**src/rtl/i2c_pkg.sv**
```systemverilog
// i2c_pkg: definitions shared by the I2C target and the I2C write master.
//   state_e  - protocol FSM states. RD_DATA and RD_ACK exist only when the
//              I2C_TARGET_READ_EN macro is defined.
//   COND_*   - bus condition codes: none, START, STOP.
//   bus_cond - classifies the synchronized scl/sda activity in one clock.
package i2c_pkg;

  localparam logic [1:0] COND_NONE  = 2'b00;
  localparam logic [1:0] COND_START = 2'b01;
  localparam logic [1:0] COND_STOP  = 2'b10;

  typedef enum logic [3:0] {
    ST_IDLE,
    ST_DEV,
    ST_DEV_ACK,
    ST_REG,
    ST_REG_ACK,
    ST_DATA,
    ST_DATA_ACK
`ifdef I2C_TARGET_READ_EN
    , ST_RD_DATA
    , ST_RD_ACK
`endif
  } state_e;

  // sda may only change while scl is high to signal START or STOP.
  function automatic logic [1:0] bus_cond(input logic scl_hi,
                                          input logic sda_rise,
                                          input logic sda_fall);
    if (scl_hi && sda_fall) return COND_START;
    if (scl_hi && sda_rise) return COND_STOP;
    return COND_NONE;
  endfunction

endpackage

```
**src/rtl/i2c_sync.sv**
```systemverilog
// i2c_sync: synchronizer and edge detector for one I2C bus line.
//   clk     in   system clock
//   rst     in   asynchronous active-high reset; every flop resets to 1,
//                which is the idle level of the bus
//   i_async in   raw bus line
//   o_level out  synchronized level
//   o_rise  out  one-clk pulse on a synchronized rising edge
//   o_fall  out  one-clk pulse on a synchronized falling edge
module i2c_sync #(
  parameter int STAGES = 2
) (
  input  logic clk,
  input  logic rst,
  input  logic i_async,
  output logic o_level,
  output logic o_rise,
  output logic o_fall
);

  logic [STAGES-1:0] r_sync;
  logic              r_prev;

  always_ff @(posedge clk or posedge rst) begin
    if (rst) begin
      r_sync <= '1;
      r_prev <= 1'b1;
    end else begin
      // shift form keeps the chain legal for STAGES == 1
      r_sync <= (r_sync << 1) | STAGES'(i_async);
      r_prev <= r_sync[STAGES-1];
    end
  end

  assign o_level = r_sync[STAGES-1];
  assign o_rise  = o_level & ~r_prev;
  assign o_fall  = ~o_level & r_prev;

endmodule

```
**src/rtl/i2c_target.sv**
```systemverilog
// i2c_target: I2C register-write target.
// The target decodes DEVICE-address, register-pointer and data bytes and
// emits one wr_valid strobe per data byte. The pointer auto-increments
// through a burst.
// Optional macro I2C_TARGET_READ_EN adds register readback: the rd_addr and
// rd_data ports and the RD_DATA and RD_ACK states.
//   clk      in   system clock
//   rst      in   asynchronous active-high reset
//   scl      in   bus clock (async)
//   sda_i    in   bus data as seen on the pad
//   sda_oe   out  1 pulls sda low
//   wr_valid out  one-clk write strobe
//   wr_addr  out  register address of the write
//   wr_data  out  data byte of the write
//   rd_addr  out  readback address (read build only)
//   rd_data  in   readback byte (read build only)
//
// state       | meaning
// IDLE        | ignore bus until START
// DEV         | shifting in device address + R/W
// DEV_ACK     | driving ACK for address match
// REG         | shifting in register pointer
// REG_ACK     | driving ACK for pointer byte
// DATA        | shifting in write data
// DATA_ACK    | driving ACK, write strobe issued on entry
// RD_DATA     | driving readback byte MSB first
// RD_ACK      | sampling master ACK/NACK
module i2c_target
  import i2c_pkg::*;
#(
  parameter logic [7:0] DEVICE      = 8'h72,
  parameter int         SYNC_STAGES = 2
) (
  input  logic       clk,
  input  logic       rst,
  input  logic       scl,
  input  logic       sda_i,
  output logic       sda_oe,
  output logic       wr_valid,
  output logic [7:0] wr_addr,
  output logic [7:0] wr_data
`ifdef I2C_TARGET_READ_EN
  ,
  output logic [7:0] rd_addr,
  input  logic [7:0] rd_data
`endif
);

  logic w_scl_hi, w_scl_rise, w_scl_fall;
  logic w_sda_lvl, w_sda_rise, w_sda_fall;
  logic [1:0] w_cond;

  i2c_sync #(.STAGES(SYNC_STAGES)) u_scl_sync (
    .clk(clk), .rst(rst), .i_async(scl),
    .o_level(w_scl_hi), .o_rise(w_scl_rise), .o_fall(w_scl_fall)
  );

  i2c_sync #(.STAGES(SYNC_STAGES)) u_sda_sync (
    .clk(clk), .rst(rst), .i_async(sda_i),
    .o_level(w_sda_lvl), .o_rise(w_sda_rise), .o_fall(w_sda_fall)
  );

  assign w_cond = bus_cond(w_scl_hi, w_sda_rise, w_sda_fall);

  state_e     r_state, w_state_nxt;
  logic       r_sda_oe, w_sda_oe_nxt;
  logic       r_wr_valid;
  logic [7:0] r_wr_addr, r_wr_data, r_ptr, r_shift;
  logic [2:0] r_bit_cnt;
  logic       r_got8;
  logic       w_wr_fire, w_ptr_load, w_ptr_inc, w_rx_state, w_match;
`ifdef I2C_TARGET_READ_EN
  logic [7:0] r_tx;
  logic       w_tx_load, w_tx_shift;
`endif

  assign w_match = (r_shift[7:1] == DEVICE[7:1]);

`ifdef I2C_TARGET_READ_EN
  assign w_rx_state = (r_state == ST_DEV) || (r_state == ST_REG) ||
                      (r_state == ST_DATA) || (r_state == ST_RD_DATA);
`else
  assign w_rx_state = (r_state == ST_DEV) || (r_state == ST_REG) ||
                      (r_state == ST_DATA);
`endif

  always_ff @(posedge clk or posedge rst) begin
    if (rst) begin
      r_state  <= ST_IDLE;
      r_sda_oe <= 1'b0;
    end else begin
      r_state  <= w_state_nxt;
      r_sda_oe <= w_sda_oe_nxt;
    end
  end

  // Byte decisions are taken on the scl falling edge after the 8th rising
  // edge (r_got8), so ACK is driven for exactly the 9th clock low+high.
  always_comb begin
    w_state_nxt  = r_state;
    w_sda_oe_nxt = r_sda_oe;
    w_wr_fire    = 1'b0;
    w_ptr_load   = 1'b0;
    w_ptr_inc    = 1'b0;
`ifdef I2C_TARGET_READ_EN
    w_tx_load    = 1'b0;
    w_tx_shift   = 1'b0;
`endif
    if (w_cond == COND_START) begin
      w_state_nxt  = ST_DEV;
      w_sda_oe_nxt = 1'b0;
    end else if (w_cond == COND_STOP) begin
      w_state_nxt  = ST_IDLE;
      w_sda_oe_nxt = 1'b0;
    end else if (w_scl_fall) begin
      unique case (r_state)
        ST_DEV: if (r_got8) begin
`ifdef I2C_TARGET_READ_EN
          if (w_match) begin
`else
          if (w_match && !r_shift[0]) begin
`endif
            w_state_nxt  = ST_DEV_ACK;
            w_sda_oe_nxt = 1'b1;
          end else begin
            w_state_nxt  = ST_IDLE;
          end
        end
        ST_DEV_ACK: begin
          w_sda_oe_nxt = 1'b0;
          w_state_nxt  = ST_REG;
`ifdef I2C_TARGET_READ_EN
          // no bits are shifted during DEV_ACK, so r_shift[0] is still R/W
          if (r_shift[0]) begin
            w_state_nxt  = ST_RD_DATA;
            w_tx_load    = 1'b1;
            w_sda_oe_nxt = ~rd_data[7];
          end
`endif
        end
        ST_REG: if (r_got8) begin
          w_state_nxt  = ST_REG_ACK;
          w_sda_oe_nxt = 1'b1;
          w_ptr_load   = 1'b1;
        end
        ST_REG_ACK: begin
          w_state_nxt  = ST_DATA;
          w_sda_oe_nxt = 1'b0;
        end
        ST_DATA: if (r_got8) begin
          w_state_nxt  = ST_DATA_ACK;
          w_sda_oe_nxt = 1'b1;
          w_wr_fire    = 1'b1;
          w_ptr_inc    = 1'b1;
        end
        ST_DATA_ACK: begin
          w_state_nxt  = ST_DATA;
          w_sda_oe_nxt = 1'b0;
        end
`ifdef I2C_TARGET_READ_EN
        ST_RD_DATA: begin
          if (r_got8) begin
            w_state_nxt  = ST_RD_ACK;
            w_sda_oe_nxt = 1'b0;
            w_ptr_inc    = 1'b1;
          end else begin
            w_sda_oe_nxt = ~r_tx[6];
            w_tx_shift   = 1'b1;
          end
        end
        ST_RD_ACK: begin
          w_state_nxt  = ST_RD_DATA;
          w_tx_load    = 1'b1;
          w_sda_oe_nxt = ~rd_data[7];
        end
`endif
        default: ;
      endcase
`ifdef I2C_TARGET_READ_EN
    end else if (w_scl_rise && r_state == ST_RD_ACK && w_sda_lvl) begin
      w_state_nxt = ST_IDLE;
`endif
    end
  end

  always_ff @(posedge clk or posedge rst) begin
    if (rst) begin
      r_wr_valid <= 1'b0;
      r_wr_addr  <= 8'h00;
      r_wr_data  <= 8'h00;
      r_ptr      <= 8'h00;
      r_shift    <= 8'h00;
      r_bit_cnt  <= 3'd0;
      r_got8     <= 1'b0;
    end else begin
      r_wr_valid <= w_wr_fire;
      if (w_wr_fire) begin
        r_wr_addr <= r_ptr;
        r_wr_data <= r_shift;
      end
      if (w_ptr_load)     r_ptr <= r_shift;
      else if (w_ptr_inc) r_ptr <= r_ptr + 8'd1;
      if (w_cond != COND_NONE) begin
        r_bit_cnt <= 3'd0;
        r_got8    <= 1'b0;
      end else if (w_scl_rise && w_rx_state) begin
        r_shift   <= {r_shift[6:0], w_sda_lvl};
        r_bit_cnt <= r_bit_cnt + 3'd1;
        if (r_bit_cnt == 3'd7) r_got8 <= 1'b1;
      end else if (w_scl_fall) begin
        r_got8 <= 1'b0;
      end
    end
  end

`ifdef I2C_TARGET_READ_EN
  always_ff @(posedge clk or posedge rst) begin
    if (rst)             r_tx <= 8'h00;
    else if (w_tx_load)  r_tx <= rd_data;
    else if (w_tx_shift) r_tx <= {r_tx[6:0], 1'b0};
  end
  assign rd_addr = r_ptr;
`endif

  assign sda_oe   = r_sda_oe;
  assign wr_valid = r_wr_valid;
  assign wr_addr  = r_wr_addr;
  assign wr_data  = r_wr_data;

endmodule

```
**config.mk**
```make
export PLATFORM = sky130hd
export DESIGN_NAME = i2c_target
export DESIGN_NICKNAME = d
export VERILOG_FILES = /design/src/rtl/i2c_pkg.sv /design/src/rtl/i2c_sync.sv /design/src/rtl/i2c_target.sv
export SDC_FILE = /design/constraint.sdc
export NUM_CORES = 1
export LEC_CHECK = 0
export BUFFER_PORTS_ARGS = -buffer_cell sky130_fd_sc_hd__buf_2
export CAP_MARGIN = 10
export CORE_AREA = 2 2 65 67
export DETAILED_ROUTE_END_ITERATION = 6
export DIE_AREA = 0 0 67 69
export HOLD_SLACK_MARGIN = 0.06
export PLACE_DENSITY_LB_ADDON = 0.15
export SYNTH_ARGS = -nofsm -noshare
export SYNTH_HDL_FRONTEND = slang
export SYNTH_SLANG_ARGS = --single-unit
```
**constraint.sdc**
```tcl
create_clock -name clk -period 2.49 [get_ports clk]
set_clock_uncertainty 0.05 [all_clocks]
set_input_delay 0.498 -clock clk [delete_from_list [all_inputs] [get_ports clk]]
set_output_delay 0.498 -clock clk [all_outputs]
set_load 0.01 [all_outputs]
```
* Word level (Yosys, flattened, before mapping) *
Index checks and enable logic that the tools add are counted.

cells by class
  add/subtract/negate cells = 2
  equal/unequal tests = 16
  muxes and demuxes = 39
  bitwise logic cells = 11
  reduce and logical (&&, ||, !) cells = 21

operator list
  cell                                                 number
  two-way mux 4 bit                                    6
  two-way mux 1 bit                                    22
  case mux 4 bit (5 select lines)                      1
  two-way mux 8 bit                                    2
  equality test 4 x 3 -> 1 bit, second input constant  3
  != test 4 x 2 -> 1 bit, second input constant        3
  two-way mux 2 bit                                    5
  AND reduction 5 bit                                  2
  adder 8 x 1 -> 8 bit, second input constant          1
  equality test 4 x 2 -> 1 bit, second input constant  2
  != test 4 x 1 -> 1 bit, second input constant        2
  equality test 7 x 6 -> 1 bit, second input constant  1
  nonzero test 7 bit                                   1
  two-way mux 3 bit                                    2
  nonzero test 2 bit                                   3
  nonzero test 3 bit                                   2
  inverter 1 bit                                       5
  nonzero test 5 bit                                   1
  AND 1 bit                                            4
  equality test 4 x 1 -> 1 bit, second input constant  1
  logical AND 1 bit                                    4
  bitwise OR 2 x 1 -> 2 bit                            2
  AND reduction 2 bit                                  2
  OR reduction 2 bit                                   2
  other kinds (9)                                      10

word-level totals
  register bits = 48
  input port bits = 4
  word-level logic and storage cells = 102

* Logic depth before layout (Yosys ltp) *
  depth after elaboration = 12
  depth in mapped cells = 7

* Hierarchy *
A second synthesis with hierarchy kept.

unflattened totals
  cells, all modules = 190
  area, all modules = 2262.2 um^2

modules (own cells, without submodules)
  module      instances  cells an instance  area an instance (um^2)  sequential area each (um^2)
  i2c_target  1          178                2067.0                   1026.0
  i2c_sync    2          6                  97.6                     78.8

* Least setup slack after synthesis *
OpenSTA, ideal clock, no wires.

  path kind = flip-flop to flip-flop
  from = register u_scl_sync.r_prev
  to = register r_wr_addr[0] (netlist: wr_addr[0])
  data arrival time = 1.401 ns
  data required time = 2.315 ns
  path slack = 0.913 ns
  cell stages (with the launch flop) = 6
  period minus slack after synthesis = 1.577 ns
  path through = dfstp_2 nand4b_2 nor2_2 and2_4 buf_6 mux2_4

on the way
  cells in the longest elaborated chain, start to end = 4

RTL lines
  element                   line               source
  start: declaration        i2c_sync.sv:21     logic r_prev;
  start signal: assignment  i2c_sync.sv:30     r_prev <= r_sync[STAGES-1];
  AND 1 bit                 i2c_sync.sv:36     assign o_fall = ~o_level & r_prev;
  two-way mux 1 bit         i2c_target.sv:115  end else if (w_scl_fall) begin
  two-way mux 1 bit         i2c_target.sv:112  end else if (w_cond == COND_STOP) begin
  two-way mux 1 bit         i2c_target.sv:109  if (w_cond == COND_START) begin
  end signal: assignment    i2c_target.sv:198  r_wr_addr <= r_ptr;
  end: declaration          i2c_target.sv:68   logic [7:0] r_wr_addr, r_wr_data, r_ptr, r_shift;

Every way passes these cells.
A chain may end at the register's enable or synchronous reset.

* Worst setup path after layout *
  from = register r_state[0]
  to = register r_ptr[4]

on the way
  cells in the longest elaborated chain, start to end = 6
  elaborated cells between the ends (all ways) = 12

RTL lines
  element                                                                       line               source
  start: declaration                                                            i2c_target.sv:65   state_e r_state, w_state_nxt;
  start signal: assignment                                                      i2c_target.sv:92   r_state <= w_state_nxt;
  equality test 4 x 2 -> 1 bit or equality test 4 x 3 -> 1 bit (tied branches)  i2c_target.sv:116  unique case (r_state)
  two-way mux 1 bit                                                             i2c_target.sv:116
  two-way mux 1 bit                                                             i2c_target.sv:115
  two-way mux 1 bit                                                             i2c_target.sv:112
  two-way mux 1 bit                                                             i2c_target.sv:109
  two-way mux 8 bit or nonzero test 2 bit (tied branches)                       --
  end signal: assignment                                                        i2c_target.sv:201  if (w_ptr_load) r_ptr <= r_shift;
  end signal: assignment                                                        i2c_target.sv:202  else if (w_ptr_inc) r_ptr <= r_ptr + 8'd1;
  end: declaration                                                              i2c_target.sv:68

Several ways; a longest one is shown, not always the timed one.

==> results.sh <==
export IMPL_status="completed"
export IMPL_crit_start="r_state[0]$_DFFE_PP0P_"
export IMPL_async_flop_share_pct=100
export IMPL_setup_worst_path_end_class="flip-flop"
export IMPL_reg2reg_slack_ns=0.65
export IMPL_gp_congestion=0.823
export IMPL_netlist_area_leader_share_pct=44.6
export IMPL_cts_tree="built"
export IMPL_fmax_mhz=544
export IMPL_cts_buffer_depth=2
export IMPL_area_growth_pct=8.27
export IMPL_setup_tns_ns=0
export IMPL_synth_seq_cells=47
export IMPL_worstReg2RegStart="r_state[0]$_DFFE_PP0P_"
export IMPL_fin_ws_ns=0.651
export IMPL_max_vdd_ir_drop_mv=0.323
export IMPL_slew_headroom_pct=61.7
export IMPL_synth_area_leader_cell="dfrtp_1"
export IMPL_hold_slack_ns=0.246
export IMPL_hold_viol_final=0
export IMPL_grt_usage_pct=19.9
export IMPL_io_buffer_count=21
export IMPL_cts_inserted_buffers=5
export IMPL_antenna_found_initial=0
export IMPL_post_cts_buffers=0
export IMPL_leakage_uw=0.00119
export IMPL_hp_class="in2reg"
export IMPL_synth_commonest_cells="dfrtp_1 (41), nor2_1 (17), mux2_4 (16)"
export IMPL_avgSynthCellArea_sq_um=11.8
export IMPL_cp_max_fo=15
export IMPL_critical_path_cell_count=4
export IMPL_finalCritPeriodShare_pct=73.8
export IMPL_synth_cell_types=47
export IMPL_synthesis_nets=202
export IMPL_yosysMostFrequentCell="dfrtp_1"
export IMPL_drive_gt1_share_pct=28.8
export IMPL_start_util_pct=58.8
export IMPL_drt_iter0_drc=106
export IMPL_avgRoutedWirePerCell_um=15.8
export IMPL_maxCapViolCount=0
export IMPL_die_w_um=67
export IMPL_rows=23
export IMPL_root_buffer="clkbuf_8"
export IMPL_netlist_top_cells_area="dfrtp_1 (45%), mux2_4 (10%), dfstp_2 (6.9%)"
export IMPL_cts_hold_buf=0
export IMPL_antenna_left=0
export IMPL_clk_latency_ns=0.30
export IMPL_pin_count=22
export IMPL_first_pass_iters=4
export IMPL_routed_wl_mm=4.20
export IMPL_ys_flop_type="dfrtp_1"
export IMPL_synth_area_sq_um=2300
export IMPL_synth_warnings=0
export IMPL_crit_family="simple AND/OR/NAND/NOR gates"
export IMPL_r2r_end="r_ptr[4]$_DFFE_PP0P_"
export IMPL_cts_sinks=47
export IMPL_dp_slack_ns=0.669
export IMPL_cp_start_kind="flip-flop"
export IMPL_fin_crit_ns=1.84
export IMPL_dieHeight_um=69
export IMPL_syn_inst=195
export IMPL_num_vias=1524
export IMPL_grt_pass1_wl_mm=7.05
export IMPL_cts_resized=0
export IMPL_criticalPathCategory="reg2reg"
export IMPL_grt_max_degree=48
export IMPL_worst_r2r_path_depth=4
export IMPL_worst_slew_pin_transition_ns=0.575
export IMPL_critPathArrivalTime_ns=1.97
export IMPL_n_antenna_cell=0
export IMPL_cts_clk_slew_worst_paths_ns=0.08
export IMPL_critPathMaxStageDelay_ns=0.60
export IMPL_gr_total_overflow=0
export IMPL_worstPathCellList="and4b_1 > nand2_1 > o32ai_1 > a21oi_1"
export IMPL_dieArea_sq_um=4620
export IMPL_synth_edf_count=0
export IMPL_cp_endpoint="r_ptr[4]$_DFFE_PP0P_"
export IMPL_synth_yosys_seq_area_share_pct=51.4
export IMPL_htreeDepth=2
export IMPL_cp_required_ns=2.62
export IMPL_p_per_area_nw_per_um2=573
export IMPL_utilization_pct=63.7
export IMPL_setup_violations=0
export IMPL_viasPerCell=5.75
export IMPL_cp_num_buf_inv=0
export IMPL_drc=0
export IMPL_first_global_vias=1495
export IMPL_fp_coreArea_sq_um=3910
export IMPL_place_hpwl_mm=2.95
export IMPL_cp_slowest_cell="and4b_1"
export IMPL_final_nets=221
export IMPL_drv_slew=0
export IMPL_p_total_uw=1430
export IMPL_rsz0062_at_grt="false"
worst min path at each step:
stage	startpoint	to	slack, ns	depth (start not counted)
floorplan	u_scl_sync.r_sync[0]$_DFF_PP1_	u_scl_sync.r_sync[1]$_DFF_PP1_	0.30	0
global placement	u_scl_sync.r_sync[0]$_DFF_PP1_	u_scl_sync.r_sync[1]$_DFF_PP1_	0.30	0
detailed placement	u_scl_sync.r_sync[0]$_DFF_PP1_	u_scl_sync.r_sync[1]$_DFF_PP1_	0.30	0
CTS	sda_i	u_sda_sync.r_sync[0]$_DFF_PP1_	0.23	1
global route	sda_i	u_sda_sync.r_sync[0]$_DFF_PP1_	0.23	1
finish	sda_i	u_sda_sync.r_sync[0]$_DFF_PP1_	0.25	1
stage by stage:
| step | cells | instance area, sq um |
|---|---|---|
| detailed placement | 257 | 2400 |
| floorplan | 195 | 2300 |
| finish | 265 | 2490 |
| global route | 265 | 2490 |
| global placement | 257 | 2400 |
| CTS | 265 | 2490 |
logic make-up after synthesis:
group,after synthesis,synth area share (%)
simple gates,51,12.5
flops,47,51.4
compound gates,41,12.0
mux,28,16.0
buf+inv,23,5.76
fa+ha+maj,3,1.63
xor+xnor,2,0.761
area by class of cell:
cell class | instances | area (sq um)
clock buffers | 7 | 86.3
clock inverters | 1 | 5.00
fillers | 311 | 1420
inverters | 11 | 41.3
multi-input cells | 125 | 985
flip-flops and latches | 47 | 1180
well taps | 50 | 62.6
repair buffers | 24 | 128
sequential cells by signal, summed over array words and instances (netlist names):
name               flops
r_ptr                  8
sda_oe                 1
u_scl_sync.r_sync      2
u_scl_sync.r_prev      1
r_bit_cnt              3
r_shift                8
r_state                3
wr_data                8
wr_addr                8
r_got8                 1
wr_valid               1
u_sda_sync.r_sync      2
u_sda_sync.r_prev      1
layout by cell type (no fill, tap or decap), types with 4 or more instances in the layout:
cell type and instances:
buf_2 21, dfrtp_1 41, inv_1 10, o21ai_0 6
clkbuf_8 6, o32ai_1 4, a31oi_1 6, a21oi_1 10
mux2_4 16, nand2_1 7, nor2_1 17, dfstp_2 6
mux2i_1 6, nand3_1 4
layer usage:
layer  vias up  share of wire, %  global-route usage, %
met5         -                 0                      0
met4         0               2.6                   8.16
met3        13               3.0                   4.57
met2        31                49                   31.8
met1       744                45                   25.8
li1        736                 -                      -
report_power, final:
| part | internal, uW | switching (uW) |
|---|---|---|
| registers | 809 | 57.5 |
| clock network | 224 | 239 |
| logic | 44.9 | 53.1 |
Note: power is estimated with default switching activity, not from simulation.
